$ cat src/rtl/pid_sample_scheduler.sv
// Time-multiplexes one PID compute core across NCH channels on a programmable sample tick,
// saving and restoring each channel's integrator/previous-error context around every job.
module pid_sample_scheduler #(
    parameter int unsigned NCH   = 4,
    parameter int unsigned DW    = 8,
    parameter int unsigned IW    = 16,
    parameter int unsigned DIV_W = 16,
    parameter int unsigned TMO   = 255
) (
    input  logic              clk,
    input  logic              rst,
    input  logic [DIV_W-1:0]  sample_div,
    input  logic [NCH-1:0]    ch_enable,
    input  logic [NCH*DW-1:0] sp_in,
    input  logic [NCH*DW-1:0] fb_in,
    input  logic              overrun_clr,
    output logic              core_start,
    output logic [DW-1:0]     core_sp,
    output logic [DW-1:0]     core_fb,
    output logic [IW-1:0]     core_integ,
    output logic [DW-1:0]     core_perr,
    input  logic              core_done,
    input  logic [DW-1:0]     core_out,
    input  logic [IW-1:0]     core_integ_nx,
    input  logic [DW-1:0]     core_perr_nx,
    output logic [NCH*DW-1:0] ctrl_out,
    output logic [NCH-1:0]    out_valid,
    output logic [2:0]        cur_ch,
    output logic              overrun,
    output logic              fault
);
    localparam int unsigned TW = (TMO > 1) ? $clog2(TMO) : 1;

    typedef enum logic [1:0] {StIdle, StIssue, StWait, StDone} state_e;

    state_e            state_q, state_d;
    logic [DIV_W-1:0]  cnt_q, cnt_d;
    logic [NCH-1:0]    pending_q, pending_d, pend_clr;
    logic [2:0]        cur_ch_q, cur_ch_d, sel_ch;
    logic [TW-1:0]     wait_cnt_q, wait_cnt_d;
    logic [IW-1:0]     integ_q [NCH];
    logic [IW-1:0]     integ_d [NCH];
    logic [DW-1:0]     perr_q [NCH];
    logic [DW-1:0]     perr_d [NCH];
    logic [NCH*DW-1:0] ctrl_q, ctrl_d;
    logic [NCH-1:0]    valid_q, valid_d;
    logic              start_q, start_d;
    logic [DW-1:0]     sp_q, sp_d, fb_q, fb_d, perr_op_q, perr_op_d;
    logic [IW-1:0]     integ_op_q, integ_op_d;
    logic              overrun_q, overrun_d, fault_q, fault_d;
    logic              tick, done_evt, tmo_evt, busy;

    assign tick  = (cnt_q == sample_div);
    assign cnt_d = tick ? '0 : cnt_q + DIV_W'(1);
    assign busy  = (state_q == StIssue) || (state_q == StWait);

    // Lowest pending index wins.
    always_comb begin
        sel_ch = '0;
        for (int i = int'(NCH) - 1; i >= 0; i--) begin
            if (pending_q[i]) sel_ch = 3'(i);
        end
    end

    always_comb begin
        state_d    = state_q;
        cur_ch_d   = cur_ch_q;
        start_d    = 1'b0;
        done_evt   = 1'b0;
        tmo_evt    = 1'b0;
        wait_cnt_d = wait_cnt_q;
        sp_d       = sp_q;
        fb_d       = fb_q;
        integ_op_d = integ_op_q;
        perr_op_d  = perr_op_q;
        unique case (state_q)
            StIdle: begin
                if (pending_q != '0) begin
                    cur_ch_d = sel_ch;
                    start_d  = 1'b1;
                    state_d  = StIssue;
                    for (int i = 0; i < int'(NCH); i++) begin
                        if (sel_ch == 3'(i)) begin
                            sp_d       = sp_in[i*DW +: DW];
                            fb_d       = fb_in[i*DW +: DW];
                            integ_op_d = integ_q[i];
                            perr_op_d  = perr_q[i];
                        end
                    end
                end
            end
            StIssue: begin
                wait_cnt_d = '0;
                state_d    = StWait;
            end
            StWait: begin
                // A done arriving on the last allowed cycle beats the timeout.
                if (core_done) begin
                    done_evt = 1'b1;
                    state_d  = StDone;
                end else if (wait_cnt_q == TW'(TMO - 1)) begin
                    tmo_evt = 1'b1;
                    state_d = StIdle;
                end else begin
                    wait_cnt_d = wait_cnt_q + TW'(1);
                end
            end
            StDone: state_d = StIdle;
            default: state_d = StIdle;
        endcase
    end

    always_comb begin
        pend_clr = '0;
        valid_d  = '0;
        ctrl_d   = ctrl_q;
        for (int i = 0; i < int'(NCH); i++) begin
            integ_d[i] = integ_q[i];
            perr_d[i]  = perr_q[i];
            if (cur_ch_q == 3'(i)) begin
                if (done_evt) begin
                    integ_d[i]           = core_integ_nx;
                    perr_d[i]            = core_perr_nx;
                    ctrl_d[i*DW +: DW]   = core_out;
                    valid_d[i]           = 1'b1;
                    pend_clr[i]          = 1'b1;
                end
                if (tmo_evt) pend_clr[i] = 1'b1;
            end
            // Anti-windup: idle disabled channels restart from a clean context.
            if (!ch_enable[i] && !(busy && cur_ch_q == 3'(i))) begin
                integ_d[i] = '0;
                perr_d[i]  = '0;
            end
        end
        pending_d = (pending_q & ~pend_clr) | (tick ? ch_enable : '0);
        overrun_d = overrun_q;
        if (tick && (pending_q != '0 || state_q != StIdle)) begin
            overrun_d = 1'b1;
        end else if (overrun_clr) begin
            overrun_d = 1'b0;
        end
        fault_d = fault_q | tmo_evt;
    end

    always_ff @(posedge clk) begin
        if (rst) begin
            state_q    <= StIdle;
            cnt_q      <= '0;
            pending_q  <= '0;
            cur_ch_q   <= '0;
            wait_cnt_q <= '0;
            ctrl_q     <= '0;
            valid_q    <= '0;
            start_q    <= 1'b0;
            sp_q       <= '0;
            fb_q       <= '0;
            integ_op_q <= '0;
            perr_op_q  <= '0;
            overrun_q  <= 1'b0;
            fault_q    <= 1'b0;
            for (int i = 0; i < int'(NCH); i++) begin
                integ_q[i] <= '0;
                perr_q[i]  <= '0;
            end
        end else begin
            state_q    <= state_d;
            cnt_q      <= cnt_d;
            pending_q  <= pending_d;
            cur_ch_q   <= cur_ch_d;
            wait_cnt_q <= wait_cnt_d;
            ctrl_q     <= ctrl_d;
            valid_q    <= valid_d;
            start_q    <= start_d;
            sp_q       <= sp_d;
            fb_q       <= fb_d;
            integ_op_q <= integ_op_d;
            perr_op_q  <= perr_op_d;
            overrun_q  <= overrun_d;
            fault_q    <= fault_d;
            for (int i = 0; i < int'(NCH); i++) begin
                integ_q[i] <= integ_d[i];
                perr_q[i]  <= perr_d[i];
            end
        end
    end

    assign core_start = start_q;
    assign core_sp    = sp_q;
    assign core_fb    = fb_q;
    assign core_integ = integ_op_q;
    assign core_perr  = perr_op_q;
    assign ctrl_out   = ctrl_q;
    assign out_valid  = valid_q;
    assign cur_ch     = cur_ch_q;
    assign overrun    = overrun_q;
    assign fault      = fault_q;

endmodule
$ cat config.mk
export PLATFORM = sky130hd
export DESIGN_NAME = pid_sample_scheduler
export DESIGN_NICKNAME = d
export VERILOG_FILES = /design/src/rtl/pid_sample_scheduler.sv
export SDC_FILE = /design/constraint.sdc
export NUM_CORES = 1
export LEC_CHECK = 0
export ABC_CLOCK_PERIOD_IN_PS = 1800
export CAP_MARGIN = 10
export CORE_MARGIN = 1
export CORE_UTILIZATION = 46
export CTS_BUF_LIST = sky130_fd_sc_hd__clkbuf_16
export DETAILED_ROUTE_END_ITERATION = 12
export DONT_BUFFER_PORTS = 1
export PLACE_DENSITY = 0.62
export SYNTH_ARGS = -nofsm -noshare
export SYNTH_HDL_FRONTEND = slang
export SYNTH_SLANG_ARGS = --single-unit
$ cat constraint.sdc
create_clock -name clk -period 1.8 [get_ports clk]
set_clock_uncertainty 0.15 [all_clocks]
set_input_delay 0.36 -clock clk [delete_from_list [all_inputs] [get_ports clk]]
set_output_delay 0.36 -clock clk [all_outputs]
set_load 0.01 [all_outputs]
# == Yosys cells after proc, flatten, opt, wreduce, memory -nomap -nowiden ==
# Memories as Yosys holds them, arrays and structs flattened.
# Index checks and enable logic that the tools add are counted.
# W data, S select, Z words.
# word_totals
register_bits,112
ramBits,96
inputBits,120
output_inout_bits,82
wordCells,174
memories,2
# memory_table
memory,depth,word_bits,read_ports,rd_clocked_by_memory_dff,write_ports,line,source
integ_q,4,16,4,0,4,41,logic [IW-1:0] integ_q [NCH];
perr_q,4,8,4,0,4,43,logic [DW-1:0] perr_q [NCH];
# op_classes
add_sub_neg,2
eq_ne,15
muxes,77
bitwise,17
n_reduce_logical,41
# op_table
op,n
$mux W16,20
$mux W8,30
$mux W1,17
$add A16 B1 Y16 const B,1
$eq A16 B16 Y1,1
$pmux W8 S2,1
$eq A3 B2 Y1 const B,4
$reduce_and A2 Y1,6
$reduce_or A2 Y1,6
$logic_and A1 B1 Y1,9
$mux W3,3
$or A1 B1 Y1,9
$add A8 B1 Y8 const B,1
$eq A8 B8 Y1 const B,1
$logic_not A1 Y1,8
$mux W2,4
$pmux W2 S4,1
$reduce_bool A4 Y1,2
$eq A3 B1 Y1 const B,2
$logic_not A3 Y1,2
$ne A2 B2 Y1 const B,3
$reduce_and A3 Y1,2
$reduce_bool A2 Y1,3
$not A1 Y1,5
9 further kinds,11

# == Longest topological paths before layout ==
# Gate-level depths: netlist (run 1).
# depth
depth_word,9
depth_mapped,8
depth_no_buf,6

# == Worst setup path after synthesis (run 1) ==
# OpenSTA, ideal clock, no wires.
# synth_path
kind,reg2reg
from,register state_q[0]
to,register wait_cnt_q[5]
setup_ps,72
t_arrival_ps,1630
required_ps,1578
slack_ps,-52
path_stages_with_launch,8
n_path_buf,1
period_less_slack_ps,1852
path_cell_list,dfxtp_1 -> inv_1 -> ha_1 -> buf_2 -> and2b_1 -> o21ai_1 -> a211oi_1 -> mux2i_1
# synth_via
elab_chain_len,3
elab_cells_between_ends,7
classes_between,4 x eq/ne; 1 x mux; 2 x reduce/logical
# synth_rtl
element,line,source
"start, declared",36,"state_e state_q, state_d;"
"start signal, assigned",148,state_q <= StIdle;
"start signal, assigned",167,state_q <= state_d;
$eq A2 B2 Y1 or $eq A2 B1 Y1 (tied branches),76,unique case (state_q)
$ne A2 B2 Y1 (no source line) or $reduce_bool A2 Y1 (tied branches),-,
$reduce_and A3 Y1 (no source line),-,
"end signal, assigned",171,wait_cnt_q <= wait_cnt_d;
"end, declared",40,"logic [TW-1:0] wait_cnt_q, wait_cnt_d;"
# Parallel ways exist; a longest one is shown, timed or not.
# A chain may end at the register's enable or synchronous reset.

# == Worst setup path after layout (run 1) ==
# layout_path
from,register pending_q[0]
to,register sp_q[0] (netlist: core_sp[0])
# layout_via
elab_chain_len,5
elab_cells_between_ends,11
classes_between,3 x eq/ne; 4 x mux; 4 x reduce/logical
# layout_rtl
element,line,source
"start, declared",38,"logic [NCH-1:0] pending_q, pending_d, pend_clr;"
"start signal, assigned",169,pending_q <= pending_d;
$mux W3,61,if (pending_q[i]) sel_ch = 3'(i);
$eq A3 B1 Y1,83,if (sel_ch == 3'(i)) begin
$mux W8 (3 in series),83,
"end signal, assigned",175,sp_q <= sp_d;
"end, declared",48,"logic [DW-1:0] sp_q, sp_d, fb_q, fb_d, perr_op_q, perr_op_d;"
# Parallel ways exist; a longest one is shown, timed or not.

==> summary.txt, run 1 <==
Power and ir drop
  • Clock share of power: roughly half
  • Sw Ratio: between 20% and 30%
  • Peak supply drop: 0.000726 V
  • Pwr dens: a little over 900 nW/um^2
  • Logic pwr share: between 6 and 7%
  • P_leak: between 3 and 4 nW
  • Switching Power: around 2.3 mW
  • Share of power burned in registers: between 40 and 50%
  • Cell Int Power: 7.96 mW
  • Final total power: around 10 mW

Placement
  • IO Port Bufs: 0
  • Placed cells: between 1000 and 1500
  • HPWL Detailed: 15700 um
  • Final GP Congestion: 0.827

Clocking
  • Clock tree from TritonCTS: built
  • Sink Count: 207
  • Bufs on Longest Clock Path: 3
  • Num CTS Buffers: 23
  • Root Driver: clkbuf_16
  • Worst-Skew Late Latency: roughly 0.52 ns
  • Clk pin slew, worst setup/hold paths: around 0.060 ns
  • H-tree depth: 1

Drt
  • Routed WL: roughly 26000 um
  • Number of routed nets with antenna violations: 0
  • WL/cell: approximately 18 um
  • Detailed Routing Iterations Pass 1: 5
  • Initial DRC Count: slightly above 400
  • Via count: ~8000
  • Via/cell ratio: approximately 5.6
  • Post-route DRC: 0

Critical path
  • WS Path Type: flip-flop to flip-flop
  • R2r setup slk: 0.05 ns
  • Worst Setup EP: core_sp[0]
  • R2R cell count: 5
  • Worst path slowest cell: clkbuf_16
  • CP Launch Type: flip-flop
  • R2R Path Start: pending_q[0]
  • Crit-path max FO: 80
  • Critical Path Sink Type: flip-flop
  • CP startpoint: pending_q[0]
  • Crit-path cells: buf_4 > nor4b_4 > clkbuf_16 > a211o_1 > a31oi_1
  • Slowest stage delay, CP: approximately 0.40 ns
  • Reg-to-Reg End: core_sp[0]
  • Crit path required time: 2.05 ns
  • Data arrival time of the critical path: 2.00 ns

Timing
  • RSZ-0062 raised after global routing: true
  • Final min period: about 1.8 ns
  • Setup-failing EPs final: 0
  • Max Clk Rate: roughly 0.57 GHz
  • Final hold violation count: 0
  • Final period util: between 90% and 100%
  • Slew Limit Fails: 0
  • Worst hold slack: about 0.013 ns

GRT
  • GRT overflow: 0
  • First-pass GRT wire length: slightly below 40000 um
  • Largest net degree at the start of global routing: a little over 80
  • Total GRT Usage: between 20% and 30%
  • Initial antenna violation count: 0
  • Vias in the first global route: about 7600

Yosys
  • Number of synthesized flops with an enable pin: 0
  • Warning count from the yosys run: 0
  • #FFs+latches synth: ~210
  • Cell variety after synth: 51
  • Synthesized Nets: between 1000 and 1500
  • Synth Instances: ~1100
  • Main synth FF type: dfxtp_1
  • Synth async-reset ratio: 0%
  • Synth Cell Area: 8840 um^2
  • Avg Inst Size Synth: ~8 um^2
  • Post-synthesis sequential area ratio: 46.9%

Finish
  • Layout cells sized above 1: between 10 and 15%
  • Util after Layout: about 59%
  • Post-Layout Cell Count: approximately 1400
  • Diode count: 0
  • Most frequent cells in the layout: nand2_1, dfxtp_1, a21oi_1
  • Area delta synth->final: 25.6%
  • Nets@finish: about 1300
  • Commonest non-fill, non-tap cell in the layout: nand2_1

Floorplanning
  • Initial Util: about 47%
  • Die height: 141 um
  • Core area: about 19000 um^2
  • Die width: 141 um
  • I/O Pins: between 200 and 250
  • Die Footprint: slightly below 20000 um^2
  • Site row count: 50

Flow run
  • MaxCap Viol Count: 0

Worst hold path
  • Worst Hold Class: primary input to flip-flop
  • Hold path start: fb_in[16]

Run status
  • Status: completed
-- critical path: cells and delay by family, from the launching register on --
family | cells | cell delay, ns
buffers and inverters | 2 | 0.56
DFF | 1 | 0.33
and+or+nand+nor | 1 | 0.30
AOI/OAI and AO/OA | 2 | 0.27
-- registers in the layout (all words and copies together), names as in the netlist --
name and flops:
cnt_q 16, core_fb 8, core_integ 16, core_perr 8, core_sp 8, core_start 1
ctrl_out 32, cur_ch 2, fault 1, integ_q 64, out_valid 4, overrun 1
pending_q 4, perr_q 32, state_q 2, wait_cnt_q 8
-- how the worst min path moves through the flow --
stage	endpoint	cells past startpoint
finish	core_fb[0]	3
global route	core_fb[2]	3
CTS	core_fb[0]	3
detailed placement	integ_q[0][0]	2
global placement	perr_q[1][6]	2
floorplan	integ_q[0][0]	2
-- layout make-up --
type / count / area [um^2]
Clock buffer: 23 / 576
Clock inverter: 19 / 231
Fill cell: 1674 / 7670
Inverter: 10 / 37.5
Multi-Input combinational cell: 813 / 4450
Sequential cell: 207 / 4150
Tap cell: 234 / 293
Timing Repair Buffer: 124 / 1360
-- cells in the mapped netlist, drive strengths merged (2+ instances only) --
master	number	share of area, %
xnor2	11	1.1
nand4	7	0.64
o21a	2	0.17
nor3	6	0.34
mux2i	42	4.8
a21oi	131	7.4
nand2b	3	0.21
nor2	72	3.1
inv	9	0.38
clkbuf	63	2.7
a211oi	3	0.25
nand2	321	14
o21ai	49	2.8
and2	3	0.21
nor4	7	0.50
o2111ai	2	0.20
and3	3	0.21
buf	20	1.2
nand3	13	0.74
a31oi	40	2.8
a211o	40	4.0
a21o	3	0.25
dfxtp	207	47
xor2	21	2.1
nor2b	5	0.35
ha	7	0.99
o211ai	5	0.42
-- stage by stage --
| stage | setup slack (ns) | area, um^2 | setup TNS [ns] |
|---|---|---|---|
| 3_3_place_gp | 0.0599 | 9490 | 0 |
| 6_report | 0.0495 | 11100 | 0 |
| 4_1_cts | 0.00640 | 10900 | 0 |
| 2_1_floorplan | 0.00569 | 8850 | 0 |
| 3_5_place_dp | -0.0265 | 9490 | -0.231 |
| 5_1_grt | -0.0554 | 11100 | -0.132 |
-- power by group through the flow --
stage / sequential (mW) / clock, mW / combinational, mW
2_1_floorplan: 4.72 / 0 / 0.298
3_3_place_gp: 4.73 / 0 / 0.461
3_5_place_dp: 4.73 / 0 / 0.466
4_1_cts: 4.63 / 5.10 / 0.638
5_1_grt: 4.63 / 5.28 / 0.710
6_report: 4.63 / 5.00 / 0.657
-- logic make-up after synthesis --
logic type / synth area share (%)
AOI/OAI and AO/OA: 19.2
xor gates and xnor gates: 3.17
adders and majority gates: 0.991
buffers and inverters: 4.33
DFF: 46.9
muxes: 4.76
other: 0.0424
and+or+nand+nor: 20.6
-- routing by layer --
layer	wire, um	part of all wire [%]	vias to the layer above	track usage (%)
met4	633	2.5	0	7.27
met2	12500	49	262	45.6
met3	1670	6.5	48	4.76
li1	-	-	3925	-
met1	10700	42	3790	28.9
met5	0	0	-	0
-- what timing repair did --
| item | 4_1_cts | 5_1_grt |
|---|---|---|
| gates resized for setup | 1 | 23 |
| pin swaps | 0 | 2 |
| hold buffers | 62 | 0 |
| setup buffers | 0 | 3 |
| hold endpoints to repair | 159 | 0 |
| setup endpoints to repair | 45 | 151 |
| cloned | 0 | 2 |
(Power assumes the default switching activity.)
==> run 2, diff against run 1 <==
- CELL_PAD_IN_SITES_DETAIL_PLACEMENT: default -> 0
- CELL_PAD_IN_SITES_GLOBAL_PLACEMENT: default -> 1
- CORE_UTILIZATION: 46 -> 41
- PLACE_DENSITY: 0.62 -> default
- PLACE_DENSITY_LB_ADDON: default -> 0.25
==> run 2 against run 1 <==
Die area is 12% higher. Cell count is 3.5% higher. Via count is 1.5% lower. Combinational power is 2% higher. Setup slack worse by 0.020 ns. Sequential share of layout area is 0.57 points lower. Flip-flop and latch count stayed put. Largest cell class unchanged.
==> summary.txt, run 2 (synthesized netlist as in run 1, its figures left out) <==
Finish
  • Commonest non-fill, non-tap cell in the layout: nand2_1 (unchanged)
  • Area delta synth->final: 27.4% (was 25.6%)
  • Design area: 11300 um^2 (was 11100 um^2)
  • Most frequent cells in the layout: nand2_1, dfxtp_1, a21oi_1 (unchanged)
  • Max FFs per register: 64 (unchanged)
  • Layout cells sized above 1: 11.2% (was 10.9%)
  • Multi-input gate area: 4450 um^2 (about the same)
  • Sequential cell area: 4150 um^2 (about the same)
  • Nets@finish: 1315 (was 1306)
  • Diode count: 0 (unchanged)
  • Largest Register: integ_q (unchanged)
  • Fillers: 2042 (was 1674)

Clocking
  • Worst-Skew Late Latency: 0.51 ns (was 0.52 ns)
  • H-tree depth: 1 (unchanged)
  • Bufs on Longest Clock Path: 3 (unchanged)
  • Root Driver: clkbuf_16 (unchanged)
  • Clk pin slew, worst setup/hold paths: 0.06 ns (about the same)
  • Num CTS Buffers: 24 (was 23)
  • Clock tree from TritonCTS: built (unchanged)
  • Sink Count: 207 (unchanged)

Drt
  • Detailed Routing Iterations Pass 1: 5 (unchanged)
  • Initial DRC Count: 454 (was 405)
  • Via/cell ratio: 5.34 (was 5.61)
  • Post-route DRC: 0 (unchanged)
  • Number of routed nets with antenna violations: 0 (unchanged)
  • Via count: 7901 (was 8025)
  • WL/cell: 18.3 um (was 17.9 um)
  • Routed WL: 27100 um (was 25500 um)

Timing
  • Setup-failing EPs final: 0 (unchanged)
  • Final hold violation count: 0 (unchanged)
  • Max Clk Rate: 0.565 GHz (was 0.571 GHz)
  • RSZ-0062 raised after global routing: true (unchanged)
  • Slew Limit Fails: 0 (unchanged)
  • Setup TNS: 0 ns (unchanged)
  • Final min period: 1.77 ns (was 1.75 ns)
  • Final period util: 98.3% (was 97.2%)
  • Worst hold slack: 0.0200 ns (was 0.0134 ns)

GRT
  • Vias in the first global route: 7343 (was 7631)
  • First-pass GRT wire length: 40200 um (was 39100 um)
  • Largest net degree at the start of global routing: 56 (was 81)
  • Total GRT Usage: 22.9% (was 24.7%)
  • Initial antenna violation count: 0 (unchanged)
  • GRT overflow: 0 (unchanged)

Critical path
  • CP startpoint: state_q[0] (was pending_q[0])
  • R2R Path Start: state_q[0] (was pending_q[0])
  • Crit-path max FO: 16 (was 80)
  • Critical Path Sink Type: flip-flop (unchanged)
  • WS Path Type: flip-flop to flip-flop (unchanged)
  • Data arrival time of the critical path: 2.05 ns (was 2.00 ns)
  • Crit path required time: 2.08 ns (was 2.05 ns)
  • CP Launch Type: flip-flop (unchanged)
  • R2r setup slk: 0.03 ns (was 0.05 ns)

Power and ir drop
  • P_leak: 3.92 nW (was 3.84 nW)
  • Peak supply drop: 0.000665 V (was 0.000726 V)
  • Final total power: 10.1 mW (was 10.3 mW)
  • Pwr dens: 898 nW/um^2 (was 927 nW/um^2)

Floorplanning
  • Site row count: 53 (was 50)
  • Die width: 149 um (was 141 um)
  • Initial Util: 41.9% (was 47.1%)
  • Die Footprint: 22100 um^2 (was 19800 um^2)
  • I/O Pins: 202 (unchanged)
  • Core area: 21100 um^2 (was 18800 um^2)
  • Die height: 149 um (was 141 um)

Placement
  • IO Port Bufs: 0 (unchanged)
  • Dpl cell area: 9530 um^2 (was 9490 um^2)
  • HPWL Detailed: 16300 um (was 15700 um)
  • Final GP Congestion: 0.784 (was 0.827)

Worst hold path
  • Worst Hold Class: primary input to flip-flop (unchanged)
  • Hold path start: sp_in[17] (was fb_in[16])

Run status
  • Status: completed (unchanged)

Flow run
  • MaxCap Viol Count: 0 (unchanged)
[run 2: cell count changes in the layout (fill, tap and decap cells not counted), moves of 3 or more]
cell / change
buf_12: +4
clkbuf_16: +4
clkinv_2: +3
dlygate4sd3_1: +3
o21ai_2: +3
[run 2: report_power, final]
group	internal, mW	leakage, nW	switching [mW]	total, mW
Sequential	4.61	1.67	0.0214	4.63
Clock	2.92	0.402	1.89	4.81
Combinational	0.306	1.85	0.367	0.672
Total	7.84	3.92	2.28	10.1
[run 2: final timing paths]
check,cells past startpoint,end
hold / removal,3,core_sp[1]
setup / recovery,8,ctrl_out[3]
setup reg to reg,8,ctrl_out[3]
hold reg to reg,2,perr_q[1][2]
[run 2: worst max-delay path, stage by stage, from the launching register on]
cell,delay [ns]
dfxtp_1,0.31
inv_1,0.10
ha_2,0.25
nand2_4,0.11
nor3_4,0.21
buf_4,0.18
clkbuf_16,0.20
nand2_1,0.06
a21oi_1,0.12
[run 2: layout make-up]
class | count | area share (%)
Inverter | 10 | 0.333
Timing Repair Buffer | 131 | 13.3
Tap cell | 275 | 3.06
Clock buffer | 25 | 5.56
Sequential cell | 207 | 36.8
Clock inverter | 18 | 1.38
Multi-Input combinational cell | 814 | 39.5
[run 2: per-stage QoR]
step | utilization, % | instances | setup WS [ns]
final | 53.4 | 1480 | 0.0297
after floorplan | - | 1113 | 0.00569
after global routing | 53.4 | 1480 | -0.0393
after detailed placement | 45.2 | 1360 | 0.00332
after global placement | 45.2 | 1360 | 0.0735
after CTS | 52.1 | 1468 | 0.0151
[run 2: repair_timing]
item	in CTS	in global routing
pin swaps	0	4
hold buffers	65	0
cloned	0	6
resized for setup	1	23
endpoints found under the setup margin	1	160
setup buffers	0	6
hold endpoints to repair	159	0
[run 2: routing by layer]
layer  vias to the layer above  global-route usage (%)  wire length (um)
met2                       264                    38.8             12500
met5                         -                       0                 0
met3                        42                    4.95              2070
met4                         0                    6.28               492
met1                      3640                    29.2             12000
li1                       3955                       -                 -
